## config.mk

```make
export PLATFORM = sky130hd
export DESIGN_NAME = result_monitor_flat
export DESIGN_NICKNAME = d
export VERILOG_FILES = /design/src/rtl/result_monitor_pkg.sv /design/src/rtl/result_monitor_if.sv /design/src/rtl/result_monitor_sample_delay.sv /design/src/rtl/result_monitor.sv /design/src/flat_wrapper.sv
export SDC_FILE = /design/constraint.sdc
export NUM_CORES = 1
export LEC_CHECK = 0
export ABC_AREA = 1
export BUFFER_PORTS_ARGS = -buffer_cell sky130_fd_sc_hd__buf_2
export CORE_MARGIN = 2
export CORE_UTILIZATION = 58
export CTS_CLUSTER_SIZE = 24
export DETAILED_ROUTE_END_ITERATION = 10
export GPL_ROUTABILITY_DRIVEN = 0
export HOLD_SLACK_MARGIN = 0.15
export PLACE_DENSITY = 0.88
export SETUP_SLACK_MARGIN = 0.3
export SLEW_MARGIN = 20
export SYNTH_ARGS = -nofsm -noshare
export SYNTH_HDL_FRONTEND = slang
export SYNTH_SLANG_ARGS = --single-unit
export TNS_END_PERCENT = 50
```

## constraint.sdc

```tcl
create_clock -name clk -period 5 [get_ports clk]
set_clock_uncertainty 0.05 [all_clocks]
set_input_delay 0.5 -clock clk [delete_from_list [all_inputs] [get_ports clk]]
set_output_delay 0.5 -clock clk [all_outputs]
set_load 0.02 [all_outputs]
```

## src/rtl/result_monitor_pkg.sv

```systemverilog
// Shared types and helpers for the result monitor: FSM state encoding,
// saturating accumulation and lowest-set-bit search.
package result_monitor_pkg;

  typedef enum logic [1:0] {
    ST_IDLE,
    ST_RUN,
    ST_DONE
  } state_e;

  // Adds in 33 bits so that the carry out of a 32-bit counter is not lost.
  function automatic logic [31:0] sat_add(input logic [31:0] a,
                                          input logic [31:0] b,
                                          input logic [31:0] max_v);
    logic [32:0] sum;
    sum = {1'b0, a} + {1'b0, b};
    return (sum > {1'b0, max_v}) ? max_v : sum[31:0];
  endfunction

  function automatic int unsigned lowest_set(input logic [31:0] v);
    int unsigned idx;
    idx = 0;
    for (int i = 31; i >= 0; i--) begin
      if (v[i]) idx = i;
    end
    return idx;
  endfunction

endpackage

```

## src/rtl/result_monitor_if.sv

```systemverilog
// Bundle of run control, golden/actual sample buses and result outputs
// between a stimulus side (master) and the result monitor (slave).
interface result_monitor_if #(
  parameter int WIDTH    = 3,
  parameter int CHANNELS = 4,
  parameter int CNT_W    = 16
);
  localparam int CH_W = (CHANNELS > 1) ? $clog2(CHANNELS) : 1;

  logic                      start;
  logic                      en;
  logic [CHANNELS*WIDTH-1:0] exp;
  logic [CHANNELS*WIDTH-1:0] act;
  logic                      busy;
  logic                      done;
  logic                      pass;
  logic [CNT_W-1:0]          err_cnt;
  logic                      err_any;
  logic [CH_W-1:0]           first_ch;
  logic [CNT_W-1:0]          first_idx;
  logic [WIDTH-1:0]          first_act;
  logic [WIDTH-1:0]          first_exp;

  modport master (
    output start, en, exp, act,
    input  busy, done, pass, err_cnt, err_any,
           first_ch, first_idx, first_act, first_exp
  );

  modport slave (
    input  start, en, exp, act,
    output busy, done, pass, err_cnt, err_any,
           first_ch, first_idx, first_act, first_exp
  );

endinterface

```

## src/rtl/result_monitor_sample_delay.sv

```systemverilog
// LATENCY-deep register pipe that aligns golden samples with the DUT output;
// collapses to a wire when LATENCY is zero.
module sample_delay #(
  parameter int LATENCY = 1,
  parameter int DW      = 1
) (
  input  logic          clk,
  input  logic          rst,
  input  logic          clear_i,
  input  logic          shift_i,
  input  logic [DW-1:0] d_i,
  output logic [DW-1:0] q_o
);

  if (LATENCY == 0) begin : g_wire
    logic unused_ctrl;
    assign unused_ctrl = &{1'b0, clk, rst, clear_i, shift_i};
    assign q_o = d_i;
  end else begin : g_pipe
    logic [DW-1:0] pipe_q [LATENCY];

    // Clear has priority over shift so a restart never lets an old sample through.
    always_ff @(posedge clk or posedge rst) begin
      if (rst) begin
        for (int i = 0; i < LATENCY; i++) pipe_q[i] <= '0;
      end else if (clear_i) begin
        for (int i = 0; i < LATENCY; i++) pipe_q[i] <= '0;
      end else if (shift_i) begin
        pipe_q[0] <= d_i;
        for (int i = 1; i < LATENCY; i++) pipe_q[i] <= pipe_q[i-1];
      end
    end

    assign q_o = pipe_q[LATENCY-1];
  end

endmodule

```

## src/rtl/result_monitor.sv

```systemverilog
// Compares delayed golden samples against DUT output per channel, counts
// mismatches, captures the first failure and reports pass/fail per run.
module result_monitor
  import result_monitor_pkg::*;
#(
  parameter int WIDTH    = 3,
  parameter int CHANNELS = 4,
  parameter int LATENCY  = 1,
  parameter int SAMPLES  = 10000,
  parameter int CNT_W    = 16
) (
  input logic             clk,
  input logic             rst,
  result_monitor_if.slave mon
);

  localparam int CH_W = (CHANNELS > 1) ? $clog2(CHANNELS) : 1;
  localparam int DW   = CHANNELS * WIDTH;
  localparam logic [31:0]      ERR_MAX   = 32'((64'd1 << CNT_W) - 64'd1);
  localparam logic [CNT_W-1:0] SAMPLES_C = CNT_W'(SAMPLES);

  state_e           state_q, state_d;
  logic [CNT_W-1:0] smp_q, smp_d;
  logic [CNT_W-1:0] err_q, err_d;
  logic             any_q, any_d;
  logic [CH_W-1:0]  fch_q, fch_d;
  logic [CNT_W-1:0] fidx_q, fidx_d;
  logic [WIDTH-1:0] fact_q, fact_d;
  logic [WIDTH-1:0] fexp_q, fexp_d;
  logic             busy_q, busy_d;
  logic             done_q, done_d;
  logic             pass_q, pass_d;

  logic                dly_en;
  logic [DW-1:0]       dly_exp;
  logic                compare;
  logic [CHANNELS-1:0] mism;
  logic [31:0]         mism_cnt;
  int unsigned         first_k;

  sample_delay #(
    .LATENCY (LATENCY),
    .DW      (DW + 1)
  ) u_delay (
    .clk     (clk),
    .rst     (rst),
    .clear_i (mon.start),
    .shift_i (state_q == ST_RUN),
    .d_i     ({mon.en, mon.exp}),
    .q_o     ({dly_en, dly_exp})
  );

  // A start in the same cycle as a compare drops that sample.
  assign compare = (state_q == ST_RUN) && dly_en && !mon.start;

  always_comb begin
    mism     = '0;
    mism_cnt = '0;
    for (int k = 0; k < CHANNELS; k++) begin
      mism[k]  = dly_exp[k*WIDTH +: WIDTH] != mon.act[k*WIDTH +: WIDTH];
      mism_cnt = mism_cnt + 32'(mism[k]);
    end
    first_k = lowest_set(32'(mism));
  end

  always_comb begin
    state_d = state_q;
    smp_d   = smp_q;
    err_d   = err_q;
    any_d   = any_q;
    fch_d   = fch_q;
    fidx_d  = fidx_q;
    fact_d  = fact_q;
    fexp_d  = fexp_q;
    if (mon.start) begin
      state_d = ST_RUN;
      smp_d   = '0;
      err_d   = '0;
      any_d   = 1'b0;
      fch_d   = '0;
      fidx_d  = '0;
      fact_d  = '0;
      fexp_d  = '0;
    end else begin
      unique case (state_q)
        ST_RUN: begin
          if (compare) begin
            smp_d = smp_q + CNT_W'(1);
            err_d = CNT_W'(sat_add(32'(err_q), mism_cnt, ERR_MAX));
            if (!any_q && (mism != '0)) begin
              any_d  = 1'b1;
              fch_d  = CH_W'(first_k);
              fidx_d = smp_q;
              fact_d = mon.act[first_k*WIDTH +: WIDTH];
              fexp_d = dly_exp[first_k*WIDTH +: WIDTH];
            end
            if (smp_d == SAMPLES_C) state_d = ST_DONE;
          end
        end
        ST_IDLE, ST_DONE: ;
        default: state_d = ST_IDLE;
      endcase
    end
    busy_d = (state_d == ST_RUN);
    done_d = (state_d == ST_DONE);
    pass_d = done_d && (err_d == '0);
  end

  always_ff @(posedge clk or posedge rst) begin
    if (rst) begin
      state_q <= ST_IDLE;
      smp_q   <= '0;
      err_q   <= '0;
      any_q   <= 1'b0;
      fch_q   <= '0;
      fidx_q  <= '0;
      fact_q  <= '0;
      fexp_q  <= '0;
      busy_q  <= 1'b0;
      done_q  <= 1'b0;
      pass_q  <= 1'b0;
    end else begin
      state_q <= state_d;
      smp_q   <= smp_d;
      err_q   <= err_d;
      any_q   <= any_d;
      fch_q   <= fch_d;
      fidx_q  <= fidx_d;
      fact_q  <= fact_d;
      fexp_q  <= fexp_d;
      busy_q  <= busy_d;
      done_q  <= done_d;
      pass_q  <= pass_d;
    end
  end

  assign mon.busy      = busy_q;
  assign mon.done      = done_q;
  assign mon.pass      = pass_q;
  assign mon.err_cnt   = err_q;
  assign mon.err_any   = any_q;
  assign mon.first_ch  = fch_q;
  assign mon.first_idx = fidx_q;
  assign mon.first_act = fact_q;
  assign mon.first_exp = fexp_q;

endmodule

```

## src/flat_wrapper.sv

```systemverilog
// flat-port wrapper written by rule: the top's interface ports become plain ports
module result_monitor_flat import result_monitor_pkg::*;
#(
  parameter int WIDTH    = 3,
  parameter int CHANNELS = 4,
  parameter int LATENCY  = 1,
  parameter int SAMPLES  = 10000,
  parameter int CNT_W    = 16
)
  (clk, rst, mon_start, mon_en, mon_exp, mon_act, mon_busy, mon_done, mon_pass, mon_err_cnt, mon_err_any, mon_first_ch, mon_first_idx, mon_first_act, mon_first_exp);
  result_monitor_if #(.WIDTH(WIDTH), .CHANNELS(CHANNELS), .CNT_W(CNT_W)) mon_i ();
  input logic clk;
  input logic rst;
  input wire logic [$bits(mon_i.start)-1:0] mon_start;
  input wire logic [$bits(mon_i.en)-1:0] mon_en;
  input wire logic [$bits(mon_i.exp)-1:0] mon_exp;
  input wire logic [$bits(mon_i.act)-1:0] mon_act;
  output wire logic [$bits(mon_i.busy)-1:0] mon_busy;
  output wire logic [$bits(mon_i.done)-1:0] mon_done;
  output wire logic [$bits(mon_i.pass)-1:0] mon_pass;
  output wire logic [$bits(mon_i.err_cnt)-1:0] mon_err_cnt;
  output wire logic [$bits(mon_i.err_any)-1:0] mon_err_any;
  output wire logic [$bits(mon_i.first_ch)-1:0] mon_first_ch;
  output wire logic [$bits(mon_i.first_idx)-1:0] mon_first_idx;
  output wire logic [$bits(mon_i.first_act)-1:0] mon_first_act;
  output wire logic [$bits(mon_i.first_exp)-1:0] mon_first_exp;
  assign mon_i.start = mon_start;
  assign mon_i.en = mon_en;
  assign mon_i.exp = mon_exp;
  assign mon_i.act = mon_act;
  assign mon_busy = mon_i.busy;
  assign mon_done = mon_i.done;
  assign mon_pass = mon_i.pass;
  assign mon_err_cnt = mon_i.err_cnt;
  assign mon_err_any = mon_i.err_any;
  assign mon_first_ch = mon_i.first_ch;
  assign mon_first_idx = mon_i.first_idx;
  assign mon_first_act = mon_i.first_act;
  assign mon_first_exp = mon_i.first_exp;
  result_monitor #(.WIDTH(WIDTH), .CHANNELS(CHANNELS), .LATENCY(LATENCY), .SAMPLES(SAMPLES), .CNT_W(CNT_W)) u_core (.clk(clk), .rst(rst), .mon(mon_i));
endmodule
```

==> results of run 1 <==
-- stage by stage --
| stage | setup slack [ns] | util, % | instance area, sq um |
|---|---|---|---|
| after detailed placement | 1.16 | 63.4 | 5130 |
| after floorplan | 1.32 | - | 4750 |
| after CTS | 1.32 | 65.9 | 5330 |
| final | 1.31 | 65.9 | 5330 |
| after global routing | 1.00 | 65.9 | 5330 |
| after global placement | 1.25 | 63.4 | 5130 |
-- worst paths after layout --
path / startpoint / endpoint / slack (ns) / depth (start not counted)
min in group asynchronous: rst / u_core.mon.first_exp[1] / 0.37 / 3
worst min-delay path: mon_exp[3] / u_core.u_delay.q_o[3] / 0.33 / 3
max in group asynchronous: rst / u_core.mon.err_cnt[8] / 3.92 / 3
worst max register to register: u_core.u_delay.q_o[5] / u_core.mon.pass / 1.31 / 21
worst max-delay path: u_core.u_delay.q_o[5] / u_core.mon.pass / 1.31 / 21
worst min register to register: u_core.mon.first_act[1] / u_core.mon.first_act[1] / 0.44 / 2
-- worst max-delay path, cell delays in order, from the launching register on --
cell and delay [ns]:
dfrtp_1 0.41, inv_2 0.07, nand2_1 0.06, nand2_1 0.04, and3_1 0.22, ha_1 0.29
inv_1 0.05, fa_1 0.50, inv_1 0.05, ha_1 0.21, fa_1 0.45, nand3_1 0.11
nand2_1 0.08, nand2_1 0.11, nor2_2 0.08, nand2_1 0.16, nand2_1 0.07, o21ai_0 0.23
nand2_1 0.08, nor2_1 0.10, nand4_1 0.10, nor2_1 0.09
-- cell families after synthesis --
group | after synthesis | share of synthesized area (%)
DFF | 75 | 39.5
buffers and inverters | 124 | 10.5
and+or+nand+nor | 383 | 35.2
xor gates and xnor gates | 22 | 4.05
adders and majority gates | 11 | 3.21
AOI/OAI and AO/OA | 65 | 7.53
-- state kept, by name (all words and copies together) (netlist names) --
register / cells
u_core.mon.err_any: 1
u_core.mon.err_cnt: 16
u_core.mon.first_ch: 2
u_core.mon.busy: 1
u_core.mon.first_idx: 16
u_core.state_q: 2
u_core.mon.pass: 1
u_core.smp_q: 16
u_core.mon.done: 1
u_core.u_delay.q_o: 13
u_core.mon.first_act: 3
u_core.mon.first_exp: 3
-- final cells by class --
cell class              instances  area share, %
multi-input cells             481           44.6
flip-flops and latches         75           35.2
repair buffers                 74           7.09
inverters                      98           6.90
clock buffers                  10           2.58
well taps                     105           2.46
clock inverters                 6           1.20
-- metal layers --
layer	vias up	track usage [%]	wire length, microns
met3	35	5.03	868
met4	0	12.2	322
met1	2236	38.7	5240
met2	225	45.2	5950
li1	2306	-	-
met5	-	0	0
-- layout by cell type, fill, tap and decap left out, types with 7 or more instances in the layout --
cell type / Yosys / routed
a21oi_1: 10 / 10
buf_2: 13 / 71
clkbuf_8: 0 / 10
dfrtp_1: 75 / 75
ha_1: 9 / 9
inv_1: 95 / 94
nand2_1: 188 / 188
nand3_1: 120 / 120
nand4_1: 14 / 14
nor2_1: 42 / 42
nor3_1: 7 / 7
o21ai_0: 38 / 38
o22ai_1: 10 / 10
xnor2_1: 10 / 10
xor2_1: 12 / 12
-- where the power goes --
group	total, mW	switching, mW	leakage, nW	internal, mW
Combinational	0.221	0.148	1.74	0.0732
Clock	0.476	0.232	0.0987	0.244
Sequential	0.632	0.0131	1.02	0.619
==> flow_summary_export.csv, run 1 <==
group,metric,value,unit
outcome,status,"finished clean",
place,dp_hpwl,8780,microns
cts,cts.sink_count,75,
synthesis,yosys-top-cells-count,"nand2_1 (188), nand3_1 (120), inv_1 (95), dfrtp_1 (75), nor2_1 (42)",
cts,cts_max_level,3,
setup_path,critPathLaunchType,"flop",
global_routing,grt_pass1_vias,4398,
die,initial_utilization,58.7,%
finish,post_layout_nonfiller_instances,849,
die,coreArea,0.00809,sq mm
timing,hold_violations,0,
finish,multi_input_area,0.00238,sq mm
global_routing,grt_pass1_wl,20100,microns
finish,drive_above_1_share,13.6,%
detailed_routing,routed_wl,12400,microns
min_path,hold_class,"in2reg",
cts,postCtsSetupBuffers,0,
timing,period_needed,3.69,ns
pwr,power.density,249,mW/mm^2
setup_path,crit_path_max_fanout,6,
synthesis,synth_nets,719,
finish,nNetsFinal,778,
cts,numCtsBuffers,9,
detailed_routing,drc,0,
synthesis,yosys-top-cells-area,"dfrtp_1 (39%), nand2_1 (15%), nand3_1 (13%), inv_1 (7.5%), o21ai_0 (4.0%)",
synthesis,synth_edf_count,0,
synthesis,ys.flop_type,"dfrtp_1",
finish,num-fill-cells,699,
cts,ctsHoldBuffers,0,
cts,cts.reportedPaths.clkPinSlew,0.08,ns
timing,slew-limit-headroom,33.1,%
timing,rsz0062_at_grt,"no",
setup_path,crit_type,"reg2reg",
cts,cts-root-buf,"clkbuf_8",
finish,seqCellArea,0.00188,sq mm
setup_path,cp.required,5.23,ns
finish,antenna_cells,0,
timing,min_period_over_period,73.7,%
detailed_routing,vias_per_cell,5.66,
detailed_routing,drt_iter0_drc,500,
timing,max_freq,271,MHz
setup_path,critPathArrivalTime,3.92,ns
detailed_routing,drt-pass1-iter-count,8,
synthesis,yosysMostFrequentCell,"nand2_1",
job,max_cap_viol_count,0,
die,die_height,94.5,microns
pwr,p_leak,2.85,nW
pwr,total_power,1.33,mW
synthesis,synth-seq-cells,75,
cts,cts_tree,"built",
cts,clock_latency,0.35,ns
synthesis,postSynthCellCount,680,
synthesis,mappedNetlistArea,0.00475,sq mm
place,dp.cells,833,
place,portBuffers,71,
detailed_routing,wl_per_cell,14.6,microns
synthesis,postSynthAreaPerCell,6.99,sq um
synthesis,yosys_warnings,0,
timing,whs,0.335,ns
global_routing,grt_start_max_net_pins,76,
finish,area_growth,12.2,%
setup_path,cp-end-kind,"flop",
synthesis,synth_top_area_share,39.5,%
die,dieArea,0.00894,sq mm
die,core.rowCount,33,
cts,clk_path_buf_depth,2,
timing,finalSetupTns,0,ns
detailed_routing,antenna_left,0,
timing,tightest_slew,1.00,ns
die,die_w,94.5,microns
cts,postCtsResizedCells,0,
detailed_routing,dr_total_vias,4802,
timing,finalSetupViolCount,0,
synthesis,synth_top_area_cell,"dfrtp_1",
synthesis,synth-seq-area-share,39.5,%
synthesis,async_flop_share,100,%
synthesis,synth_cell_type_count,35,
timing,slew_violations,0,
global_routing,overflow,0,
global_routing,grt_usage,28.5,%
global_routing,antenna_found_initial,0,
die,io_pins,72,
pwr,ir_worst_vdd,0.000171,V
No activity file was read; power rests on OpenSTA's default activity.
==> run 2: changes to the inputs <==
--- a/config.mk
+++ b/config.mk
@@ -5,15 +5,15 @@
 export SDC_FILE = /design/constraint.sdc
 export NUM_CORES = 1
 export LEC_CHECK = 0
-export ABC_AREA = 1
+export ABC_AREA = 0
 export BUFFER_PORTS_ARGS = -buffer_cell sky130_fd_sc_hd__buf_2
 export CORE_MARGIN = 2
-export CORE_UTILIZATION = 58
+export CORE_UTILIZATION = 57
 export CTS_CLUSTER_SIZE = 24
 export DETAILED_ROUTE_END_ITERATION = 10
 export GPL_ROUTABILITY_DRIVEN = 0
 export HOLD_SLACK_MARGIN = 0.15
-export PLACE_DENSITY = 0.88
+export PLACE_DENSITY = 0.87
 export SETUP_SLACK_MARGIN = 0.3
 export SLEW_MARGIN = 20
 export SYNTH_ARGS = -nofsm -noshare
==> constraint.sdc (replaced) <==
create_clock -name clk -period 3.52 [get_ports clk]
set_clock_uncertainty 0.05 [all_clocks]
set_input_delay 0.352 -clock clk [delete_from_list [all_inputs] [get_ports clk]]
set_output_delay 0.352 -clock clk [all_outputs]
set_load 0.02 [all_outputs]
==> flow_summary_export.csv, run 2 <==
group,metric,value,unit
outcome,status,"finished, violations left",
outcome,violations,"setup timing",
cts,ctsHoldBuffers,0,
setup_path,startpoint,"u_core.u_delay.q_o[3]",
synthesis,postSynthAreaPerCell,8.81,sq um
pwr,swShare,30.9,%
detailed_routing,dr_total_vias,4671,
synthesis,synth_top_area_cell,"dfrtp_1",
setup_path,critPathArrivalTime,4.10,ns
min_path,holdPathStages,3,
timing,fin_ws,-0.319,ns
synthesis,yosysMostFrequentCell,"nand2_1",
timing,slew-limit-headroom,38.0,%
pwr,switching_power,627,uW
detailed_routing,drc,0,
timing,slew_violations,0,
timing,max_freq,260,MHz
place,preCtsSetupSlack,-0.425,ns
setup_path,crit_path_max_fanout,5,
die,io_pins,72,
cts,clk_path_buf_depth,2,
setup_path,reg2reg_slack,-0.32,ns
detailed_routing,antenna_left,0,
synthesis,mappedNetlistArea,0.00457,sq mm
global_routing,grt_usage,31.2,%
setup_path,r2r_cells,16,
global_routing,antenna_found_initial,0,
pwr,total_power,2.03,mW
pwr,clkPwrFrac,35.5,%
timing,finalSetupViolCount,6,
timing,rsz0062_at_grt,"yes",
cts,cts_max_level,3,
finish,area_growth,26.1,%
die,dieArea,0.00875,sq mm
pwr,power.density,352,mW/mm^2
timing,hold_violations,0,
pwr,p_leak,2.63,nW
setup_path,cp-end-kind,"flop",
pwr,p_comb_share,20.1,%
place,portBuffers,71,
synthesis,synth_nets,558,
finish,final_common_cell,"nand2_1",
finish,final_util,74.2,%
global_routing,grt_pass1_wl,21400,microns
cts,cts.reportedPaths.clkPinSlew,0.08,ns
pwr,ir_worst_vdd,0.000269,V
detailed_routing,routed_wl,13500,microns
job,max_cap_viol_count,0,
timing,tightest_slew,0.930,ns
timing,whs,0.155,ns
finish,post_layout_nonfiller_instances,730,
setup_path,crit_type,"reg2reg",
finish,layout_common_cells,"nand2_1 (87), dfrtp_1 (75), buf_2 (71)",
detailed_routing,vias_per_cell,6.40,
synthesis,synth-seq-cells,75,
timing,min_period_over_period,109,%
detailed_routing,wl_per_cell,18.5,microns
pwr,p_int,1.40,mW
cts,cts.sink_count,75,
synthesis,synth-seq-area-share,41.1,%
finish,antenna_cells,0,
setup_path,r2r_end,"u_core.mon.pass",
die,initial_utilization,58.9,%
min_path,worstHoldStart,"mon_exp[7]",
cts,numCtsBuffers,9,
synthesis,async_flop_share,100,%
cts,cts_tree,"built",
pwr,share_seq_of_total_power,44.4,%
setup_path,critPathLaunchType,"flop",
synthesis,ys.flop_type,"dfrtp_1",
global_routing,grt_pass1_vias,4434,
min_path,hold-path-endpoint,"u_core.u_delay.q_o[7]",
detailed_routing,drt_iter0_drc,480,
setup_path,r2r_start,"u_core.u_delay.q_o[3]",
die,coreArea,0.00777,sq mm
cts,cts-root-buf,"clkbuf_8",
detailed_routing,drt-pass1-iter-count,6,
die,die_height,93.6,microns
die,die_w,93.6,microns
finish,drive_above_1_share,30.4,%
synthesis,yosys-top-cells-area,"dfrtp_1 (41%), nand2_1 (7.2%), a21oi_1 (5.4%), nor2_1 (3.8%), xnor2_1 (2.9%)",
global_routing,grt_start_max_net_pins,76,
min_path,hold_class,"in2reg",
timing,period_needed,3.84,ns
cts,clock_latency,0.37,ns
place,dp.cells,702,
synthesis,yosys-top-cells-count,"nand2_1 (88), dfrtp_1 (75), a21oi_1 (49), nor2_1 (46), clkbuf_1 (23)",
setup_path,cp.required,3.78,ns
synthesis,synth_cell_type_count,66,
place,dp_hpwl,8820,microns
synthesis,synth_top_area_share,41.1,%
global_routing,overflow,0,
synthesis,postSynthCellCount,519,
synthesis,synth_edf_count,0,
synthesis,yosys_warnings,0,
finish,nNetsFinal,662,
die,core.rowCount,32,
==> run 2: cell types whose count changed after synthesis, sizes merged, moves of 8 or more <==
cell / before / now
a21oi: 10 / 49
a31oi: 1 / 10
and2: 0 / 8
buf: 18 / 9
clkbuf: 8 / 23
inv: 97 / 13
mux2i: 0 / 12
nand2: 189 / 89
nand3: 121 / 14
nand4: 14 / 5
o21ai: 38 / 7
or3: 0 / 9
==> run 2: layer usage <==
metal	wire length [microns]	global-route usage, %
met5	0	0
met4	604	13.3
met1	5200	40.8
met2	6550	49.3
met3	1190	8.22
==> run 2: area by class of cell <==
| cell class | count | area (sq um) |
|---|---|---|
| repair buffers | 125 | 772 |
| clock buffers | 10 | 138 |
| clock inverters | 6 | 72.6 |
| flip-flops and latches | 75 | 1880 |
| fillers | 537 | 2000 |
| multi-input cells | 397 | 2720 |
| inverters | 15 | 61.3 |
| well taps | 102 | 128 |
==> run 2: power by group through the flow <==
stage	Sequential, mW	Clock (mW)	Combinational, mW
floorplan	0.926	0	0.225
global placement	0.916	0	0.344
detailed placement	0.916	0	0.358
CTS	0.899	0.723	0.380
global route	0.903	0.758	0.439
finish	0.901	0.721	0.408
==> run 2: logic make-up (layout without fill, tap and decap cells) <==
group / Yosys count / in the layout / share of synthesized area (%)
compound gates: 124 / 124 / 18.2
xor+xnor: 30 / 30 / 5.75
fa+ha+maj: 11 / 11 / 3.34
buf+inv: 47 / 156 / 4.52
flops: 75 / 75 / 41.1
mux: 16 / 16 / 4.35
simple gates: 216 / 216 / 22.8
==> run 2: how the worst max path moves through the flow <==
stage                      end  slack [ns]  cells after the start
2_1_floorplan  u_core.mon.pass       -0.14                     18
3_3_place_gp   u_core.mon.pass       -0.28                     17
3_5_place_dp   u_core.mon.pass       -0.42                     17
4_1_cts        u_core.mon.pass       -0.16                     16
5_1_grt        u_core.mon.pass       -0.40                     16
6_report       u_core.mon.pass       -0.32                     16
==> run 2: stage by stage <==
| step | area, sq um | TNS (ns) |
|---|---|---|
| 3_3_place_gp | 5260 | -0.326 |
| 5_1_grt | 5760 | -1.31 |
| 6_report | 5760 | -0.596 |
| 3_5_place_dp | 5260 | -0.942 |
| 2_1_floorplan | 4610 | -0.140 |
| 4_1_cts | 5640 | -0.156 |
==> run 2: critical path, stage by stage (launching register included) <==
cell and delay, ns:
dfrtp_1 0.41, xor2_1 0.16, or3_4 0.40, clkinv_4 0.07, ha_4 0.12, inv_2 0.03, fa_1 0.50, inv_2 0.05
ha_4 0.16, fa_2 0.36, a21o_1 0.20, nand4_1 0.24, nor2_1 0.13, o21bai_1 0.23, a31oi_2 0.09, nor4_1 0.36
and4b_1 0.23
==> run 2: repair_timing <==
item	CTS	global route
setup buffers	6	6
setup endpoints to repair	19	22
resized for setup	25	13
cloned	0	0
pin swaps	10	14
==> run 3: changes to the inputs <==
--- a/config.mk
+++ b/config.mk
@@ -8,15 +8,16 @@
 export ABC_AREA = 0
 export BUFFER_PORTS_ARGS = -buffer_cell sky130_fd_sc_hd__buf_2
 export CORE_MARGIN = 2
-export CORE_UTILIZATION = 57
+export CORE_UTILIZATION = 58
 export CTS_CLUSTER_SIZE = 24
 export DETAILED_ROUTE_END_ITERATION = 10
 export GPL_ROUTABILITY_DRIVEN = 0
 export HOLD_SLACK_MARGIN = 0.15
-export PLACE_DENSITY = 0.87
+export PLACE_DENSITY = 0.88
 export SETUP_SLACK_MARGIN = 0.3
 export SLEW_MARGIN = 20
 export SYNTH_ARGS = -nofsm -noshare
 export SYNTH_HDL_FRONTEND = slang
+export SYNTH_HIERARCHICAL = 1
 export SYNTH_SLANG_ARGS = --single-unit
 export TNS_END_PERCENT = 50
==> flow_summary_export.csv, run 3 <==
group,metric,value,unit
detailed_routing,drt-pass1-iter-count,5,
finish,drive_above_1_share,28.0,%
cts,cts_tree,"built",
synthesis,synthMuxAreaShare,8.53,%
synthesis,synth_top_family_by_area,"simple AND/OR/NAND/NOR gates",
setup_path,critPathLaunchType,"flop",
global_routing,grt_usage,30.3,%
global_routing,grt_pass1_vias,4374,
timing,hold_violations,0,
synthesis,async_flop_share,100,%
synthesis,synth_xor_area_share,5.58,%
setup_path,r2r_cells,14,
min_path,hold_class,"in2reg",
global_routing,overflow,0,
pwr,total_power,1.91,mW
pwr,p_int,1.30,mW
setup_path,critPathArrivalTime,3.64,ns
setup_path,cp.required,3.76,ns
place,portBuffers,71,
detailed_routing,wl_met2,5830,microns
die,coreArea,0.00781,sq mm
min_path,holdPathStages,3,
synthesis,yosysMostFrequentCell,"dfrtp_1",
finish,nNetsFinal,651,
timing,finalSetupViolCount,0,
timing,slew-limit-headroom,52.9,%
die,die_w,94.1,microns
finish,layout_common_cells,"dfrtp_1 (75), buf_2 (71), nand2_1 (69)",
die,initial_utilization,60.3,%
detailed_routing,drt_iter0_drc,460,
outcome,status,"finished clean",
global_routing,grt_start_max_net_pins,49,
finish,num-fill-cells,570,
die,core.rowCount,32,
pwr,share_seq_of_total_power,47.3,%
place,dp_hpwl,9030,microns
synthesis,yosys_warnings,6,
synthesis,yosys-top-cells-count,"dfrtp_1 (75), nand2_1 (69), nor2_1 (63), a21oi_1 (38), clkbuf_1 (22)",
synthesis,synth_top_area_cell,"dfrtp_1",
detailed_routing,wl_per_cell,17.5,microns
pwr,power.density,341,mW/mm^2
detailed_routing,vias_per_cell,6.25,
synthesis,mappedNetlistArea,0.00471,sq mm
die,die_height,94.1,microns
finish,antenna_cells,0,
detailed_routing,wl_met3,1270,microns
cts,cts-root-buf,"clkbuf_8",
cts,cts_max_level,3,
detailed_routing,wl_met1,5250,microns
timing,rsz0062_at_grt,"yes",
timing,min_period_over_period,96.4,%
timing,max_freq,295,MHz
pwr,ir_worst_vdd,0.000245,V
synthesis,synth-simple-area-share,22.3,%
cts,cts.sink_count,75,
timing,period_needed,3.39,ns
detailed_routing,drc,0,
synthesis,yosys-top-cells-area,"dfrtp_1 (40%), nand2_1 (5.5%), nor2_1 (5.0%), mux2i_1 (4.5%), a21oi_1 (4.0%)",
finish,final_common_cell,"dfrtp_1",
synthesis,postSynthAreaPerCell,8.96,sq um
detailed_routing,topRoutingLayerUsed,"met4",
die,io_pins,72,
pwr,switching_power,613,uW
pwr,swShare,32.1,%
pwr,clkPwrFrac,33.8,%
detailed_routing,dr_total_vias,4522,
finish,area_growth,19.0,%
die,dieArea,0.00886,sq mm
synthesis,synth_compound_gate_area_share,16.1,%
pwr,p_leak,2.64,nW
setup_path,cp-end-kind,"flop",
detailed_routing,antenna_left,0,
synthesis,postSynthCellCount,526,
synthesis,synth_nets,561,
job,max_cap_viol_count,0,
finish,post_layout_nonfiller_instances,723,
global_routing,grt_pass1_wl,21200,microns
timing,slew_violations,0,
cts,numCtsBuffers,9,
setup_path,crit_type,"reg2reg",
global_routing,antenna_found_initial,0,
synthesis,synthAdderAreaFrac,2.34,%
synthesis,synth_cell_type_count,73,
setup_path,crit_path_max_fanout,5,
cts,clk_path_buf_depth,2,
synthesis,synth-seq-cells,75,
synthesis,ys.flop_type,"dfrtp_1",
synthesis,synth-seq-area-share,39.8,%
detailed_routing,routed_wl,12700,microns
cts,clock_latency,0.36,ns
place,dp.cells,699,
synthesis,synth_edf_count,0,
synthesis,synth_top_area_share,39.8,%
pwr,p_comb_share,18.9,%
cts,cts.reportedPaths.clkPinSlew,0.09,ns
timing,tightest_slew,0.705,ns
[run 3: changes by cell type after synthesis, moves of 5 or more]
cell | before | now
or3_1 | 9 | 3
nand2_1 | 88 | 69
and4_1 | 3 | 9
a41oi_1 | 0 | 5
and3_1 | 2 | 7
nand4_1 | 5 | 11
mux2i_1 | 12 | 21
a21oi_1 | 49 | 38
ha_1 | 9 | 4
nor2_1 | 46 | 63
a31oi_1 | 10 | 5
o21ai_0 | 6 | 16
[run 3: final cells by class]
| class | instances | area (sq um) | area share, % |
|---|---|---|---|
| sequential | 75 | 1880 | 33.5 |
| multi-input combinational | 398 | 2660 | 47.4 |
| tap | 102 | 128 | 2.28 |
| clock inverter | 7 | 70.1 | 1.25 |
| clock buffer | 9 | 124 | 2.21 |
| inverter | 20 | 83.8 | 1.50 |
| timing repair buffer | 112 | 663 | 11.8 |
[run 3: power by group through the flow]
stage / registers (mW) / logic, mW / clock network [mW]
after floorplan: 0.928 / 0.212 / 0
after global placement: 0.918 / 0.324 / 0
after detailed placement: 0.919 / 0.334 / 0
after CTS: 0.902 / 0.347 / 0.660
after global routing: 0.906 / 0.389 / 0.694
final: 0.903 / 0.361 / 0.646
[run 3: per-stage QoR]
step / instance area, sq um / setup TNS (ns) / util [%] / hold slack (ns) / setup slack [ns]
global placement: 5300 / 0 / 67.8 / 0.350 / 0.0446
CTS: 5560 / 0 / 71.2 / 0.174 / 0.171
global route: 5600 / -0.104 / 71.8 / 0.183 / -0.104
detailed placement: 5300 / -0.0723 / 67.8 / 0.370 / -0.0723
finish: 5600 / 0 / 71.8 / 0.189 / 0.126
floorplan: 4750 / -0.00958 / - / 0.179 / -0.00958
[run 3: worst max-delay path, stage by stage, from the launching register on]
cell	delay, ns
dfrtp_1	0.42
xnor2_1	0.15
nand3_2	0.09
clkinv_2	0.07
fa_1	0.48
inv_1	0.05
fa_2	0.35
fa_2	0.36
and3_4	0.20
nand4_1	0.14
or2_4	0.17
and4_1	0.20
a211oi_2	0.09
nor4_2	0.29
and4_1	0.21
[run 3: cell families after synthesis]
group | Yosys count
AO/OA/AOI/OAI | 111
XOR/XNOR | 30
adder cells (fa/ha/maj) | 7
buffers and inverters | 53
flip-flops | 75
multiplexers | 32
AND/OR/NAND/NOR | 218
[run 3: routing by layer]
| layer | vias up | track usage, % |
|---|---|---|
| li1 | 2065 | - |
| met1 | 2114 | 40.7 |
| met2 | 298 | 48.2 |
| met3 | 45 | 7.14 |
| met4 | 0 | 11.0 |
| met5 | - | 0 |
[run 3: repair_timing]
action | in CTS | in global routing
setup buffers | 4 | 3
setup endpoints to repair | 4 | 9
hold buffers | 1 | 0
endpoints found under the hold margin | 45 | 0
pin swaps | 8 | 1
resized for setup | 8 | 7
[run 3: worst paths after layout]
check	from	to	slack [ns]
setup / recovery	u_core/u_delay/q_o[6]	u_core/mon.pass	0.13
hold / removal	mon_exp[1]	u_core/u_delay/q_o[1]	0.19
setup reg to reg	u_core/u_delay/q_o[6]	u_core/mon.pass	0.13
hold reg to reg	u_core/mon.first_idx[2]	u_core/mon.first_idx[2]	0.48
max in group asynchronous	rst	u_core/mon.first_idx[12]	1.98
min in group asynchronous	rst	u_core/u_delay/q_o[11]	0.51
